`src/rtl/pc_redirect_ctrl_pkg.sv`:
```
// rtl/pc_redirect_ctrl_pkg.sv - shared encodings and types for the PC redirect controller
package pc_redirect_ctrl_pkg;

  localparam logic [2:0] IS_NONE      = 3'd0;
  localparam logic [2:0] IS_EXCEPTION = 3'd1;
  localparam logic [2:0] IS_ERET      = 3'd2;
  localparam logic [2:0] IS_REFETCH   = 3'd3;

  localparam int HOLD_CNT_W = 3;

  typedef enum logic [1:0] {IDLE, HOLD, FLUSH} redirect_state_e;
  typedef enum logic {BRANCH, EXCEPT} redirect_kind_e;

endpackage

```
`src/rtl/pc_redirect_ctrl_evt_counter.sv`:
```
// rtl/pc_redirect_ctrl_evt_counter.sv - wrapping event counter with increment enable
module redirect_evt_counter #(
  parameter int CNT_W = 32
) (
  input  logic             clk,
  input  logic             resetn,
  input  logic             inc,
  output logic [CNT_W-1:0] count
);

  always_ff @(posedge clk) begin
    if (!resetn) begin
      count <= '0;
    end else if (inc) begin
      count <= count + CNT_W'(1);
    end
  end

endmodule

```
`src/rtl/pc_redirect_ctrl.sv`:
```
// rtl/pc_redirect_ctrl.sv - arbitrates exception/branch redirects toward IF and drives stage flushes
module pc_redirect_ctrl
  import pc_redirect_ctrl_pkg::*;
#(
  parameter int FLUSH_HOLD = 2,
  parameter int CNT_W      = 32
) (
  input  logic             clk,
  input  logic             resetn,
  input  logic [2:0]       EX_Entry_Sel,
  input  logic [31:0]      Exception_Vector,
  input  logic             Flush_Exception,
  input  logic [31:0]      MEM_PC,
  input  logic             MEM_Valid,
  input  logic             MEM_Stall,
  input  logic [31:0]      CP0_EPC,
  input  logic             EX_BranchTaken,
  input  logic [31:0]      EX_BranchTarget,
  input  logic             IF_RedirectReady,
  output logic             Redirect_Valid,
  output logic [31:0]      Redirect_PC,
  output logic             Flush_IF,
  output logic             Flush_ID,
  output logic             Flush_EX,
  output logic             Flush_MEM,
  output logic             CP0_Commit,
  output logic             Busy,
  output logic [CNT_W-1:0] ExcCnt,
  output logic [CNT_W-1:0] EretCnt,
  output logic [CNT_W-1:0] RefetchCnt
);

  localparam logic [HOLD_CNT_W-1:0] HOLD_INIT = HOLD_CNT_W'(FLUSH_HOLD);

  redirect_state_e           state;
  redirect_kind_e            kind;
  logic [HOLD_CNT_W-1:0]     hold_cnt;
  logic                      trig;
  logic                      br_req;
  logic                      redirecting;
  logic [31:0]               exc_target;

  // Exception-class requests win over a same-cycle branch: the branch is younger.
  assign trig   = resetn && (state == IDLE) && Flush_Exception && MEM_Valid &&
                  !MEM_Stall && (EX_Entry_Sel != IS_NONE);
  assign br_req = resetn && (state == IDLE) && !trig && EX_BranchTaken && !MEM_Stall;

  always_comb begin
    exc_target = Exception_Vector;
    case (EX_Entry_Sel)
      IS_ERET:    exc_target = CP0_EPC;
      IS_REFETCH: exc_target = MEM_PC;
      default:    exc_target = Exception_Vector;
    endcase
  end

  always_ff @(posedge clk) begin
    if (!resetn) begin
      state          <= IDLE;
      kind           <= BRANCH;
      hold_cnt       <= '0;
      Redirect_Valid <= 1'b0;
      Redirect_PC    <= '0;
    end else begin
      case (state)
        IDLE: begin
          if (trig) begin
            state          <= HOLD;
            kind           <= EXCEPT;
            Redirect_Valid <= 1'b1;
            Redirect_PC    <= exc_target;
          end else if (br_req) begin
            state          <= HOLD;
            kind           <= BRANCH;
            Redirect_Valid <= 1'b1;
            Redirect_PC    <= EX_BranchTarget;
          end
        end
        HOLD: begin
          if (IF_RedirectReady) begin
            state          <= FLUSH;
            Redirect_Valid <= 1'b0;
            hold_cnt       <= HOLD_INIT;
          end
        end
        FLUSH: begin
          if (hold_cnt == HOLD_CNT_W'(1)) begin
            state <= IDLE;
          end else begin
            hold_cnt <= hold_cnt - HOLD_CNT_W'(1);
          end
        end
        default: state <= IDLE;
      endcase
    end
  end

  // Once redirecting, fetch is flushed until the icache drain window closes.
  assign redirecting = (state == HOLD) || (state == FLUSH);
  assign Flush_IF    = redirecting;
  assign Flush_ID    = (redirecting && (kind == EXCEPT)) || br_req;
  assign Flush_EX    = trig;
  assign Flush_MEM   = trig;
  assign CP0_Commit  = trig && (EX_Entry_Sel != IS_REFETCH);
  assign Busy        = (state != IDLE);

  redirect_evt_counter #(.CNT_W(CNT_W)) u_exc_cnt (
    .clk    (clk),
    .resetn (resetn),
    .inc    (trig && (EX_Entry_Sel == IS_EXCEPTION)),
    .count  (ExcCnt)
  );

  redirect_evt_counter #(.CNT_W(CNT_W)) u_eret_cnt (
    .clk    (clk),
    .resetn (resetn),
    .inc    (trig && (EX_Entry_Sel == IS_ERET)),
    .count  (EretCnt)
  );

  redirect_evt_counter #(.CNT_W(CNT_W)) u_refetch_cnt (
    .clk    (clk),
    .resetn (resetn),
    .inc    (trig && (EX_Entry_Sel == IS_REFETCH)),
    .count  (RefetchCnt)
  );

endmodule

```
`config.mk`:
```
export PLATFORM = sky130hd
export DESIGN_NAME = pc_redirect_ctrl
export DESIGN_NICKNAME = d
export VERILOG_FILES = /design/src/rtl/pc_redirect_ctrl_pkg.sv /design/src/rtl/pc_redirect_ctrl_evt_counter.sv /design/src/rtl/pc_redirect_ctrl.sv
export SDC_FILE = /design/constraint.sdc
export NUM_CORES = 1
export LEC_CHECK = 0
export ABC_AREA = 0
export ABC_CLOCK_PERIOD_IN_PS = 2850
export BUFFER_PORTS_ARGS = -buffer_cell sky130_fd_sc_hd__buf_2
export CELL_PAD_IN_SITES_DETAIL_PLACEMENT = 2
export CELL_PAD_IN_SITES_GLOBAL_PLACEMENT = 2
export CORE_UTILIZATION = 27
export DETAILED_ROUTE_END_ITERATION = 6
export PLACE_DENSITY_LB_ADDON = 0.2
export SLEW_MARGIN = 15
export SYNTH_ARGS = -nofsm -noshare
export SYNTH_HDL_FRONTEND = slang
export SYNTH_SLANG_ARGS = --single-unit
```
`constraint.sdc`:
```
create_clock -name clk -period 2.85 [get_ports clk]
set_input_delay 0.285 -clock clk [delete_from_list [all_inputs] [get_ports clk]]
set_output_delay 0.285 -clock clk [all_outputs]
set_load 0.005 [all_outputs]
```
* After elaboration in Yosys (flattened, before gate mapping) *
Index checks and enable logic that the tools add are counted.

operators by class
  add/subtract/negate cells = 4
  equal/unequal tests = 11
  multiplexer cells = 17
  reductions and logical operators = 27

operators with widths
  operator                 number
  $add A32 B1 Y32 const B  3
  $mux W32                 2
  $pmux W32 S2             1
  $logic_and A1 B1 Y1      13
  $reduce_and A3 Y1        3
  $mux W2                  4
  $reduce_bool A2 Y1       4
  $eq A3 B1 Y1 const B     2
  $eq A3 B2 Y1 const B     2
  $mux W3                  2
  $ne A2 B2 Y1 const B     3
  $pmux W2 S3              1
  $pmux W3 S2              1
  $mux W1                  5
  $ne A3 B2 Y1 const B     1
  $ne A3 B3 Y1 const B     1
  $reduce_bool A3 Y1       1
  $sub A3 B1 Y3 const B    1
  $eq A2 B1 Y1 const B     1
  $eq A2 B2 Y1 const B     1
  $logic_not A1 Y1         2
  $logic_not A2 Y1         1
  $logic_or A1 B1 Y1       2
  $pmux W1 S2              1
  $reduce_and A2 Y1        1

word-level totals
  register bits after elaboration = 135
  bits of input ports = 138
  output and inout bits = 135
  word-level logic and storage cells = 67

* Depth between registers and ports, before layout *
  word-level depth = 13
  mapped depth = 9
  depth with buffers taken out = 7

* Cells and area by module *
A second synthesis with hierarchy kept.

second synthesis, totals
  cells, all modules = 847
  area total of the unflattened synthesis = 7272.0 µm²

modules (own cells, without submodules)
  module                times used  cells each  area an instance (µm²)  seq. area each (µm²)
  redirect_evt_counter  3           176         1562.7                  640.6
  pc_redirect_ctrl      1           319         2583.7                  780.7

* Least setup slack after synthesis *
Ideal clock, no wire load.

  kind = reg-to-reg
  start point = reg state[0]
  end point = reg u_refetch_cnt.count[28]
  setup time = 0.070 ns
  arrival time = 2.097 ns
  required time = 2.780 ns
  setup slack = 0.683 ns
  cell stages (with the launch flop) = 9
  buffers on the path = 1
  clock period less this slack = 2.167 ns
  cell sequence = dfxtp_1 inv_1 ha_1 nand3b_2 buf_6 nor4_4 nand4_2 or4b_1 a21oi_1

between the ends
  cells in the longest elaborated chain, start to end = 7

RTL lines
  element                           RTL line                            text
  from (decl)                       pc_redirect_ctrl.sv:35              redirect_state_e state;
  from (signal assigned)            pc_redirect_ctrl.sv:59              state <= IDLE;
  from (signal assigned)            pc_redirect_ctrl.sv:68              state <= HOLD;
  from (signal assigned)            pc_redirect_ctrl.sv:73              state <= HOLD;
  $logic_not A2 Y1                  pc_redirect_ctrl.sv:44              assign trig = resetn && (state == IDLE) && Flush_Exception && MEM_Valid &&
  $logic_and A1 B1 Y1 (4 in a row)  pc_redirect_ctrl.sv:44
  $logic_and A1 B1 Y1               pc_redirect_ctrl.sv:45              !MEM_Stall && (EX_Entry_Sel != IS_NONE);
  $logic_and A1 B1 Y1               pc_redirect_ctrl.sv:124             .inc (trig && (EX_Entry_Sel == IS_REFETCH)),
  to (signal assigned)              pc_redirect_ctrl_evt_counter.sv:15  count <= count + CNT_W'(1);
  to (decl)                         pc_redirect_ctrl_evt_counter.sv:8   output logic [CNT_W-1:0] count

Every way passes these cells.
A chain may end at the register's enable or synchronous reset.

* Worst setup path in the final report *
  start point = reg state[0]
  end point = reg u_refetch_cnt.count[31]

The elaborated chain is that of the path after synthesis.

==> flow_summary.json <==
{
  "critical_path_required_ps": 3200,
  "crit_path_end_kind": "flip-flop",
  "netlist_instances": 842,
  "cts.clk_slew.worst_paths_ps": 70,
  "crit_chain": "inv_1 -> ha_1 -> nand3b_2 -> buf_4 -> nor4_4 -> nand4_1 -> or4_1 -> a21oi_1",
  "floorplan.initialDensity_pct": 27.48,
  "power.switching_fraction_pct": 28.14,
  "yosysWarnings": 0,
  "share_clk_of_total_power_pct": 45.1,
  "wire_length_of_the_first_global_routing_pass_um": 40720,
  "final_min_period_over_clock_period_pct": 85.30,
  "tritoncts": "built",
  "ctsHtreeMaxLevel": 4,
  "fillers": 3000,
  "report.final.hold_viol_count": 0,
  "maxCapViolations": 0,
  "grt_max_degree": 66,
  "total_of_buffers_placed_on_input_and_output_ports": 272,
  "worstSkewPairLatency_ps": 430,
  "first_global_vias": 7688,
  "r2r_cells": 8,
  "antenna_cells": 0,
  "area_delta_synth_final_pct": 34.67,
  "cp.arrival_ps": 2780,
  "slowest_delay_ps": 480,
  "syn_nets": 989,
  "drive_gt1_share_pct": 30.06,
  "finalSetupViolCount": 0,
  "gp_routability_congestion": 0.7344,
  "dr.first_iter.drc_count": 199,
  "post-dp-hpwl_um": 19590,
  "mappedNetlistArea_um2": 6900,
  "period_needed_ps": 2431,
  "initial_antenna_violation_count": 2,
  "synth-main-ff-cell": "sky130_fd_sc_hd__dfxtp_1",
  "pwr_density_cell_nw_per_um2": 545.0,
  "synth-seq-area-share_pct": 39.17,
  "hold_bufs_inserted_after_cts": 0,
  "number_of_buffers_created_by_cts": 17,
  "hold_path_class": "in -> reg",
  "number_of_vias_per_cell": 5.052,
  "routed_wire_length_per_instance_um": 17.62,
  "path_max_fanout": 8,
  "floorplan.die.height_um": 161.9,
  "postLayoutCoreUtil_pct": 37.01,
  "multi_input_comb_area_um2": 3938,
  "yosys.area.top_type": "sky130_fd_sc_hd__dfxtp_1",
  "worst_ir_drop_vdd_mv": 0.2888,
  "failed_checks": "design-rule violations",
  "relSlewSlack_pct": 57.26,
  "pwr-share-seq_pct": 39.9,
  "outcome": "complete, but fails checks",
  "synth.area.top_cells": "sky130_fd_sc_hd__dfxtp_1, sky130_fd_sc_hd__a21oi_1, sky130_fd_sc_hd__mux2i_1",
  "routed-via-count": 7330,
  "final_cell_area_um2": 9293,
  "place_area_um2": 8692,
  "cell_internal_pwr_mw": 3.640,
  "max_slew_vio_count": 0,
  "postCtsResizedCells": 0,
  "finalWirelength_um": 25570,
  "tightest_slew_ps": 639.7,
  "rsz0062_at_grt": "false",
  "power.net_switching_mw": 1.425,
  "clock.fmax_mhz": 411.3,
  "clk_path_buf_depth": 2,
  "comb_power_share_pct": 14.9,
  "first_pass_iters": 6,
  "worstSetupPathType": "reg -> reg",
  "worst_hold_path.num_cells": 3,
  "grt_resource_usage_total_pct": 19.49,
  "cts_sinks": 135,
  "fp.dieArea_um2": 26200,
  "leakagePower_nw": 3.974,
  "setup.worst_path.start_class": "flip-flop",
  "fin_tns_setup_ps": 0,
  "critical-path-slowest-cell": "sky130_fd_sc_hd__or4_1",
  "layout.area.seq_um2": 2703,
  "drc": 1,
  "io_pins": 273,
  "grt_overflow": 0,
  "chipWidth_um": 161.9,
  "async_reset_ff_share_pct": 0,
  "clock-root-buffer": "sky130_fd_sc_hd__clkbuf_16",
  "postCtsSetupRepairBufs": 0,
  "ys_seq_elements": 135,
  "synth_cell_type_count": 51,
  "count_of_flip_flops_with_a_built_in_enable_after_synthesis": 0,
  "synthesis.area_per_instance_um2": 8.195,
  "ant_nets": 0,
  "num-nets-final": 1255,
  "synthDominantCellAreaShare_pct": 39.17,
  "placement_rows": 58,
  "timing.clock.skew_ps": 14.67,
  "ff2ff_setup_slack_ps": 420,
  "fp.coreArea_um2": 25110
}
-- final cells by class --
cell class,count,share of cell area (%)
clock buffers,19,4.766
flip-flops and latches,135,29.08
well taps,330,4.443
inverters,26,1.050
clock inverters,13,1.697
multi-input cells,637,42.37
repair buffers,291,16.59
-- worst max-delay path: cells and delay by family, from the launching register on --
kind	cells	cell delay (ps)
flops	1	320
simple gates	4	1360
buf+inv	2	340
fa+ha+maj	1	190
compound gates	1	150
-- metrics by stage --
stage	setup slack [ps]	total power [mW]	cells	hold WS, ps
6_report	418.9	5.065	1451	148.1
5_1_grt	188.9	5.308	1451	141.2
4_1_cts	394.5	5.141	1451	127.7
3_5_place_dp	418.3	2.837	1419	485.1
3_3_place_gp	473.6	2.813	1419	445.1
2_1_floorplan	682.9	2.480	842	435.4
-- synthesized netlist by cell type (all sizes together) (2+ instances only) --
cell / count
dfxtp: 135
a21oi: 101
nor2: 101
o21ai: 61
nand2: 46
mux2i: 38
nand4: 38
a211oi: 32
nand3: 32
xor2: 32
clkbuf: 31
or3: 26
xnor2: 26
inv: 25
nor4: 15
buf: 13
and2: 12
and3: 10
and4: 9
ha: 9
nor3: 8
o31ai: 6
or4: 5
nand4b: 4
nand3b: 3
o21a: 3
nor2b: 2
o21bai: 2
o41ai: 2
or2: 2
-- flip-flops by register name, indices dropped and copies added, names as in the netlist --
name	cells
u_eret_cnt.count	32
hold_cnt	3
u_exc_cnt.count	32
u_refetch_cnt.count	32
Redirect_PC	32
kind	1
Redirect_Valid	1
state	2
-- power groups by stage --
stage	clock [mW]	combinational (mW)	sequential (mW)
floorplan	0	0.419	2.06
global placement	0	0.754	2.06
detailed placement	0	0.773	2.06
CTS	2.34	0.776	2.02
global route	2.43	0.847	2.03
finish	2.29	0.756	2.02
-- layer usage --
layer / track usage, % / up-vias / share of wire (%)
met5: 0 / - / 0.12
met4: 4.846 / 4 / 1.3
met3: 6.103 / 24 / 6.4
met2: 35.62 / 195 / 51
met1: 21.73 / 3547 / 41
li1: - / 3560 / -
-- logic make-up after synthesis --
group / after synthesis / share of synthesized area [%]
compound gates: 213 / 17.46
xor+xnor: 58 / 7.362
fa+ha+maj: 9 / 1.632
buf+inv: 70 / 4.025
flops: 135 / 39.17
mux: 38 / 5.512
simple gates: 319 / 24.84
-- cell usage in the layout, fill, tap and decap left out, drive strengths merged, types with 2 or more instances in the layout --
cell type	instances
a211oi	32
a21oi	101
and2	12
and3	10
and4	9
buf	291
bufinv	2
clkbuf	19
clkinv	2
clkinvlp	3
dfxtp	135
ha	9
inv	32
mux2i	38
nand2	46
nand3	32
nand3b	3
nand4	38
nand4b	4
nor2	101
nor2b	2
nor3	8
nor4	15
o21a	3
o21ai	61
o21bai	2
o31ai	6
o41ai	2
or2	2
or3	26
or4	5
xnor2	26
xor2	32
-- worst paths after layout --
| kind | start | endpoint |
|---|---|---|
| hold reg to reg | u_exc_cnt.count[31] | u_exc_cnt.count[31] |
| setup / recovery | state[0] | u_refetch_cnt.count[31] |
| hold / removal | EX_BranchTarget[27] | Redirect_PC[27] |
| setup reg to reg | state[0] | u_refetch_cnt.count[31] |
No activity file was read; power rests on OpenSTA's default activity.
